`src/rtl/planning_controller.sv`:
```
// planning_controller: waypoint-following robot controller for the grid planning plant, holding while an obstacle blocks the next cell.
// Optional `PLANNING_STALL_TIMEOUT_EN adds a blocked-tick counter that freezes the controller after WAITMAX blocked ticks.
module planning_controller #(
  parameter int K       = 2,
  parameter int TX      = 5,
  parameter int TY      = 5,
  parameter int WAITMAX = 7
) (
  input  logic       clk,
  input  logic       rst_n,
  input  logic       end_init,
  input  logic       move_robot,
  input  logic [3:0] obs1_x,
  input  logic [3:0] obs1_y,
  input  logic [3:0] obs2_x,
  input  logic [3:0] obs2_y,
  output logic       controllable_up,
  output logic       controllable_down,
  output logic       controllable_left,
  output logic       controllable_right,
  output logic [3:0] pos_x,
  output logic [3:0] pos_y,
  output logic [2:0] phase,
  output logic       done,
  output logic       stalled
);
  localparam logic [3:0] Y_HI = 4'(2*K);
  localparam logic [3:0] X_HI = 4'(2*K-1);
  localparam logic [3:0] Y_LO = 4'(2*K-1);
  localparam logic [3:0] X_T  = 4'(TX);
  localparam logic [3:0] Y_T  = 4'(TY);
  typedef enum logic [2:0] {IDLE, UP, EAST_HI, DROP, EAST_LO, CLIMB, DONE} phase_t;
  phase_t st, st_n;
  logic init_q, step, frozen, adv, done_n, stall_n;
  logic [3:0] cmd, cmd_n, want_n, x_n, y_n;
  // Direction vector {up,down,left,right} toward the phase waypoint; zero once it is reached.
  function automatic logic [3:0] want(input phase_t p, input logic [3:0] x, input logic [3:0] y);
    return (p == UP      && y != Y_HI) ? 4'b1000 :
           (p == EAST_HI && x != X_HI) ? 4'b0001 :
           (p == DROP    && y != Y_LO) ? 4'b0100 :
           (p == EAST_LO && x != X_T ) ? 4'b0001 :
           (p == CLIMB   && y != Y_T ) ? 4'b1000 : 4'b0000;
  endfunction
  function automatic logic hits(input logic [3:0] c, input logic [3:0] x, input logic [3:0] y,
                                input logic [3:0] ax, input logic [3:0] ay,
                                input logic [3:0] bx, input logic [3:0] by);
    logic [3:0] nx, ny;
    nx = x + {3'b0, c[0]} - {3'b0, c[1]};
    ny = y + {3'b0, c[3]} - {3'b0, c[2]};
    return (|c) && ((nx == ax && ny == ay) || (nx == bx && ny == by));
  endfunction
  // Commands are computed from the post-edge position so back-to-back ticks never overshoot a waypoint.
  always_comb begin
    step   = init_q & move_robot & (|cmd);
    x_n    = step ? pos_x + {3'b0, cmd[0]} - {3'b0, cmd[1]} : pos_x;
    y_n    = step ? pos_y + {3'b0, cmd[3]} - {3'b0, cmd[2]} : pos_y;
    frozen = done | stalled;
    adv    = (st == IDLE) ? init_q : (st != DONE && want(st, pos_x, pos_y) == 4'b0);
    st_n   = (adv && !frozen) ? phase_t'(st + 3'd1) : st;
    done_n = done | (pos_x == X_T && pos_y == Y_T);
    want_n = want(st_n, x_n, y_n);
    cmd_n  = (done_n || stall_n || hits(want_n, x_n, y_n, obs1_x, obs1_y, obs2_x, obs2_y)) ? 4'b0 : want_n;
  end
`ifdef PLANNING_STALL_TIMEOUT_EN
  logic [2:0] wait_cnt, wait_n;
  logic blk_now;
  always_comb begin
    blk_now = hits(want(st, pos_x, pos_y), pos_x, pos_y, obs1_x, obs1_y, obs2_x, obs2_y);
    wait_n  = step ? 3'd0 :
              (init_q && move_robot && blk_now && !frozen && wait_cnt != 3'(WAITMAX)) ? wait_cnt + 3'd1 : wait_cnt;
    stall_n = stalled | (wait_n == 3'(WAITMAX));
  end
  always_ff @(posedge clk or negedge rst_n)
    if (!rst_n) begin
      wait_cnt <= 3'd0;
      stalled  <= 1'b0;
    end else begin
      wait_cnt <= wait_n;
      stalled  <= stall_n;
    end
`else
  assign stall_n = 1'b0;
  assign stalled = 1'b0;
`endif
  always_ff @(posedge clk or negedge rst_n)
    if (!rst_n) begin
      init_q <= 1'b0;
      st     <= IDLE;
      cmd    <= 4'b0;
      pos_x  <= 4'd0;
      pos_y  <= 4'd0;
      done   <= 1'b0;
    end else begin
      init_q <= init_q | end_init;
      st     <= st_n;
      cmd    <= cmd_n;
      pos_x  <= x_n;
      pos_y  <= y_n;
      done   <= done_n;
    end
  assign phase = st;
  assign {controllable_up, controllable_down, controllable_left, controllable_right} = cmd;
endmodule
```
`config.mk`:
```
export PLATFORM = sky130hd
export DESIGN_NAME = planning_controller
export DESIGN_NICKNAME = d
export VERILOG_FILES = /design/src/rtl/planning_controller.sv
export SDC_FILE = /design/constraint.sdc
export NUM_CORES = 1
export LEC_CHECK = 0
export BUFFER_PORTS_ARGS = -buffer_cell sky130_fd_sc_hd__buf_2
export CAP_MARGIN = 20
export CORE_MARGIN = 3
export CORE_UTILIZATION = 50
export CTS_CLUSTER_SIZE = 16
export DETAILED_ROUTE_END_ITERATION = 7
export PLACE_DENSITY = 0.74
export RECOVER_POWER = 50
export SLEW_MARGIN = 30
export SYNTH_ARGS = -nofsm -noshare
export SYNTH_HDL_FRONTEND = slang
export SYNTH_SLANG_ARGS = --single-unit
```
`constraint.sdc`:
```
create_clock -name clk -period 10.5 [get_ports clk]
set_input_delay 0 -clock clk [delete_from_list [all_inputs] [get_ports clk]]
set_output_delay 0 -clock clk [all_outputs]
set_load 0.01 [all_outputs]
```
[After elaboration in Yosys (flattened, before gate mapping)]
Index checks and enable logic that the tools add are counted.
Storage, ports and cells
  flip-flop bits (word level): 17
  input bits: 20
  output and inout bits: 17
  word-level logic and storage cells: 84
Cells by class
  add/subtract/negate cells: 9
  equality and inequality tests: 27
  multiplexer cells: 15
  bitwise gates (word level): 4
  reduce and logical (&&, ||, !) cells: 23
Operators with widths (count)
  4-bit 2-to-1 mux: 13
  4-bit by 3-bit != test with 1-bit output, second input constant: 6
  4-bit by 1-bit adder with 4-bit output: 4
  4-bit equality test: 4
  1-bit logical AND: 16
  4-bit by 2-bit != test with 1-bit output, second input constant: 4
  4-bit by 1-bit subtractor with 4-bit output: 4
  3-bit by 2-bit equality test with 1-bit output, second input constant: 4
  3-bit equality test, second input constant: 4
  4-bit by 3-bit equality test with 1-bit output, second input constant: 2
  4-bit OR reduction: 2
  3-bit by 1-bit equality test with 1-bit output, second input constant: 2
  4-bit logical NOT: 1
  3-bit by 1-bit adder with 3-bit output, second input constant: 1
  3-bit logical NOT: 1
  3-bit 2-to-1 mux: 1
  3-bit != test, second input constant: 1
  1-bit bitwise AND: 2
  1-bit logical OR: 2
  1-bit bitwise OR: 2
  1-bit logical NOT: 1
  1-bit 2-to-1 mux: 1

[Logic depth before layout (Yosys ltp)]
  depth after elaboration: 27
  gate-level depth with buffers: 22
  depth with buffers taken out: 22

[Worst setup path before layout]
No wires, ideal clock.
  kind: reg-to-reg
  start: register cmd[3]
  end: register cmd[2]
  data arrival time: 4.312 ns
  setup slack: 6.046 ns
  stages on the path, launching flop included: 23
  buffers on the path: 0
  clock period less this slack: 4.454 ns
  path through: dfrtp_1 > inv_1 > ha_1 > inv_1 > ha_1 > fa_1 > xnor2_1 > o21ai_0 > inv_1 > ha_1 > a31o_1 > nor3_1 > ha_1 > inv_1 > ha_1 > inv_1 > fa_1 > xor2_1 > nand4_1 > nor4_1 > a221oi_1 > o21bai_1 > nor4_1
Between the ends
  cells in the longest elaborated chain, start to end: 18
Ends and longest elaborated chain
  start, declared: line 35  | logic [3:0] cmd, cmd_n, want_n, x_n, y_n;
  start signal, assigned: line 96  | cmd <= cmd_n;
  4-bit by 1-bit adder with 4-bit output / 4-bit OR reduction (equally long branches): line 56, 54
  4-bit by 1-bit subtractor with 4-bit output / 1-bit bitwise AND (equally long branches): line 56, 54
  4-bit 2-to-1 mux (*): line 56  | y_n = step ? pos_y + {3'b0, cmd[3]} - {3'b0, cmd[2]} : pos_y;
  named net y_n[2]: line 35
  4-bit by 3-bit != test with 1-bit output: line 42  | (p == CLIMB && y != Y_T ) ? 4'b1000 : 4'b0000;
  1-bit logical AND: line 42
  4-bit 2-to-1 mux: line 42
  4-bit 2-to-1 mux: line 41  | (p == EAST_LO && x != X_T ) ? 4'b0001 :
  (+4 left out)
  4-bit by 1-bit subtractor with 4-bit output: line 49  | ny = y + {3'b0, c[3]} - {3'b0, c[2]};
  4-bit equality test: line 50  | return (|c) && ((nx == ax && ny == ay) || (nx == bx && ny == by));
  1-bit logical AND: line 50
  1-bit logical OR: line 50
  1-bit logical AND: line 50
  1-bit logical OR: line 62  | cmd_n = (done_n || stall_n || hits(want_n, x_n, y_n, obs1_x, obs1_y, obs2_x, obs2_y)) ? 4'b0 : want_n;
  4-bit 2-to-1 mux (*): line 62
  named net cmd_n[2]: line 35
Mark *: on every way through the listed nets, which the timed path passes. The rest lies on a longest branch.

[Worst setup path in the final report]
Same ends and word-level chain as after synthesis.

==> qor.yml <==
ioPinCount: 37
antenna_found_initial: 0
start_util_pct: 55.35
fin_crit_sh_pct: 46.51
dieArea_sq_um: 4296
cts_resized: 0
port_buffers: 34
crit_fanout: 3
required_ns: 10.66
status: "complete, no violations"
syn_area_per_cell_sq_um: 9.584
gp_congestion: 0.8097
worst_ep_arrival_time_ns: 5.04
grt_pass1_wl_microns: 6320
ant_nets: 0
nFillCells: 297
wire_per_inst_microns: 13.59
synth_area_leader_cell: "dfrtp_1"
grt_usage_pct: 18.60
drcViolationCount: 0
dpl.hpwl_microns: 3037
tritoncts: "built"
nets: 276
vias: 1450
crit_type: "register to register"
die_h_microns: 65.55
netlist-cell-type-count: 47
skew_ns: 0.002982
cts_root_buffer: "clkbuf_4"
yosys_warnings: 0
setup_viol: 0
antennaDiodeCount: 0
synthTopCellsByArea: "dfrtp_1 (23%), ha_1 (22%), xnor2_1 (7.4%)"
synth_cells: 185
ys_ff_latch: 16
core_area_sq_um: 3203
slew_headroom_pct: 42.37
tns_ns: 0
post_cts_buffers: 0
postSynth.asyncResetShare_pct: 100.0
synth_edf_count: 0
max-cap-violations: 0
first_iter_violations: 58
viasPerCell: 5.451
layout-drive-gt1-share_pct: 18.92
fin_crit_ns: 4.884
clkSinkCount: 16
rsz0062_at_grt: "false"
rows: 20
worst_pin_slew_ns: 0.8644
path_clk_slew_ns: 0.10
die_w_microns: 65.55
endpoint_kind: "register"
wl_microns: 3614
cts_made_buffers: 3
clockBufferDepth: 2
hold_violations: 0
syn_area_sq_um: 1773
syn2layout_area_growth_pct: 13.83
drt-pass1-iter-count: 4
cts-htree-levels: 1
first_global_vias: 1461
slew_violations: 0
ys_seq_area_share_pct: 22.58
synth_top_area_share_pct: 22.58
overflow: 0
hold_path.class: "primary input to register"
grt_max_degree: 18
fmax_mhz: 204.8
synthFlopType: "dfrtp_1"
insertion_delay_ns: 0.29
cp-start-kind: "register"
-- metrics by stage --
step                      util (%)  worst slack [ns]  hold WS [ns]  std cells  instance area, sq um
after floorplan                  -             6.046       -0.2956        186                  1777
after global placement       61.56             5.747      -0.06722        260                  1972
after detailed placement     61.56             5.612      -0.07000        260                  1972
after CTS                    63.32             5.584        0.1582        266                  2028
after global routing         63.01             5.244        0.2775        266                  2018
final                        63.01             5.616        0.2437        266                  2018
-- critical path: stages (launching register included) --
cell,delay (ns)
dfrtp_1,0.42
inv_1,0.07
ha_1,0.28
inv_1,0.04
ha_1,0.19
fa_1,0.38
xnor2_1,0.13
o21ai_0,0.30
inv_1,0.12
ha_1,0.20
a31o_1,0.18
nor3_1,0.16
ha_1,0.26
inv_1,0.05
ha_1,0.15
inv_1,0.05
fa_1,0.53
xor2_1,0.17
nand4_1,0.11
nor4_1,0.41
a221oi_1,0.16
o21bai_1,0.31
nor4_1,0.08
-- path summary, 6_finish.rpt --
path,cells after the start,to,slack [ns],from
hold / removal,3,pos_x[0]$_DFF_PN0_,0.24,move_robot
max in group asynchronous,2,phase[1]$_DFF_PN0_,9.64,rst_n
hold reg to reg,2,pos_x[3]$_DFF_PN0_,0.63,pos_x[3]$_DFF_PN0_
min in group asynchronous,2,cmd[2]$_DFF_PN0_,0.34,rst_n
setup / recovery,22,cmd[2]$_DFF_PN0_,5.62,cmd[3]$_DFF_PN0_
setup reg to reg,22,cmd[2]$_DFF_PN0_,5.62,cmd[3]$_DFF_PN0_
-- per-layer routing --
layer,vias to the layer above,GRT usage (%),part of all wire [%]
met5,-,0,0
met4,0,4.663,0.83
met3,2,0.5128,4.5
met2,45,34.51,51
met1,683,23.62,43
li1,720,-,-
-- state kept, by name, indices dropped and copies added (netlist names) --
| register | count |
|---|---|
| pos_x | 4 |
| phase | 3 |
| cmd | 3 |
| pos_y | 4 |
| init_q | 1 |
| done | 1 |
-- cell usage after synthesis (all sizes together), types with 3 or more instances --
cell    count
ha         31
inv        30
dfrtp      16
xnor2      15
nand2      10
o21ai       9
nand3       7
xor2        7
a211oi      5
a21oi       5
nand4       4
a21o        3
a311oi      3
buf         3
nand2b      3
nor4        3
o311ai      3
-- cell families (layout without fill, tap and decap cells) --
| logic type | after synthesis | after routing | share of synthesized area (%) |
|---|---|---|---|
| compound gates | 40 | 40 | 19.62 |
| other cells | 1 | 2 | 0.2115 |
| buf+inv | 34 | 70 | 8.045 |
| mux | 3 | 3 | 1.835 |
| fa+ha+maj | 33 | 33 | 24.14 |
| xor+xnor | 24 | 24 | 13.41 |
| simple gates | 34 | 34 | 10.16 |
| flops | 16 | 16 | 22.58 |
-- final cells by class --
class	instances	area (sq um)	area share [%]
sequential	16	400.4	19.84
timing repair buffer	36	180.2	8.927
tap	44	55.05	2.728
clock buffer	4	36.28	1.798
multi-input combinational	136	1234	61.13
inverter	30	112.6	5.580
-- layout by cell type, fill, tap and decap left out, types with 3 or more instances in the layout --
master | Yosys | layout
xor2_1 | 7 | 7
nor4_1 | 3 | 3
buf_2 | 0 | 26
ha_1 | 31 | 31
nand2_1 | 10 | 10
xnor2_1 | 15 | 15
a211oi_1 | 3 | 3
nand4_1 | 4 | 4
a21oi_1 | 5 | 5
a21o_1 | 3 | 3
nand2b_1 | 3 | 3
inv_1 | 30 | 30
o21ai_0 | 8 | 8
clkbuf_1 | 1 | 8
nand3_1 | 7 | 7
dfrtp_1 | 16 | 16
clkbuf_4 | 0 | 3
-- timing repair --
item                                    CTS  global route
hold buffers                              2             0
endpoints found under the setup margin    0             0
endpoints found under the hold margin    17             0
Power is left out: the tool's default activity adds up to more than one toggle a clock period on the data nets, which glitch-free logic cannot reach.
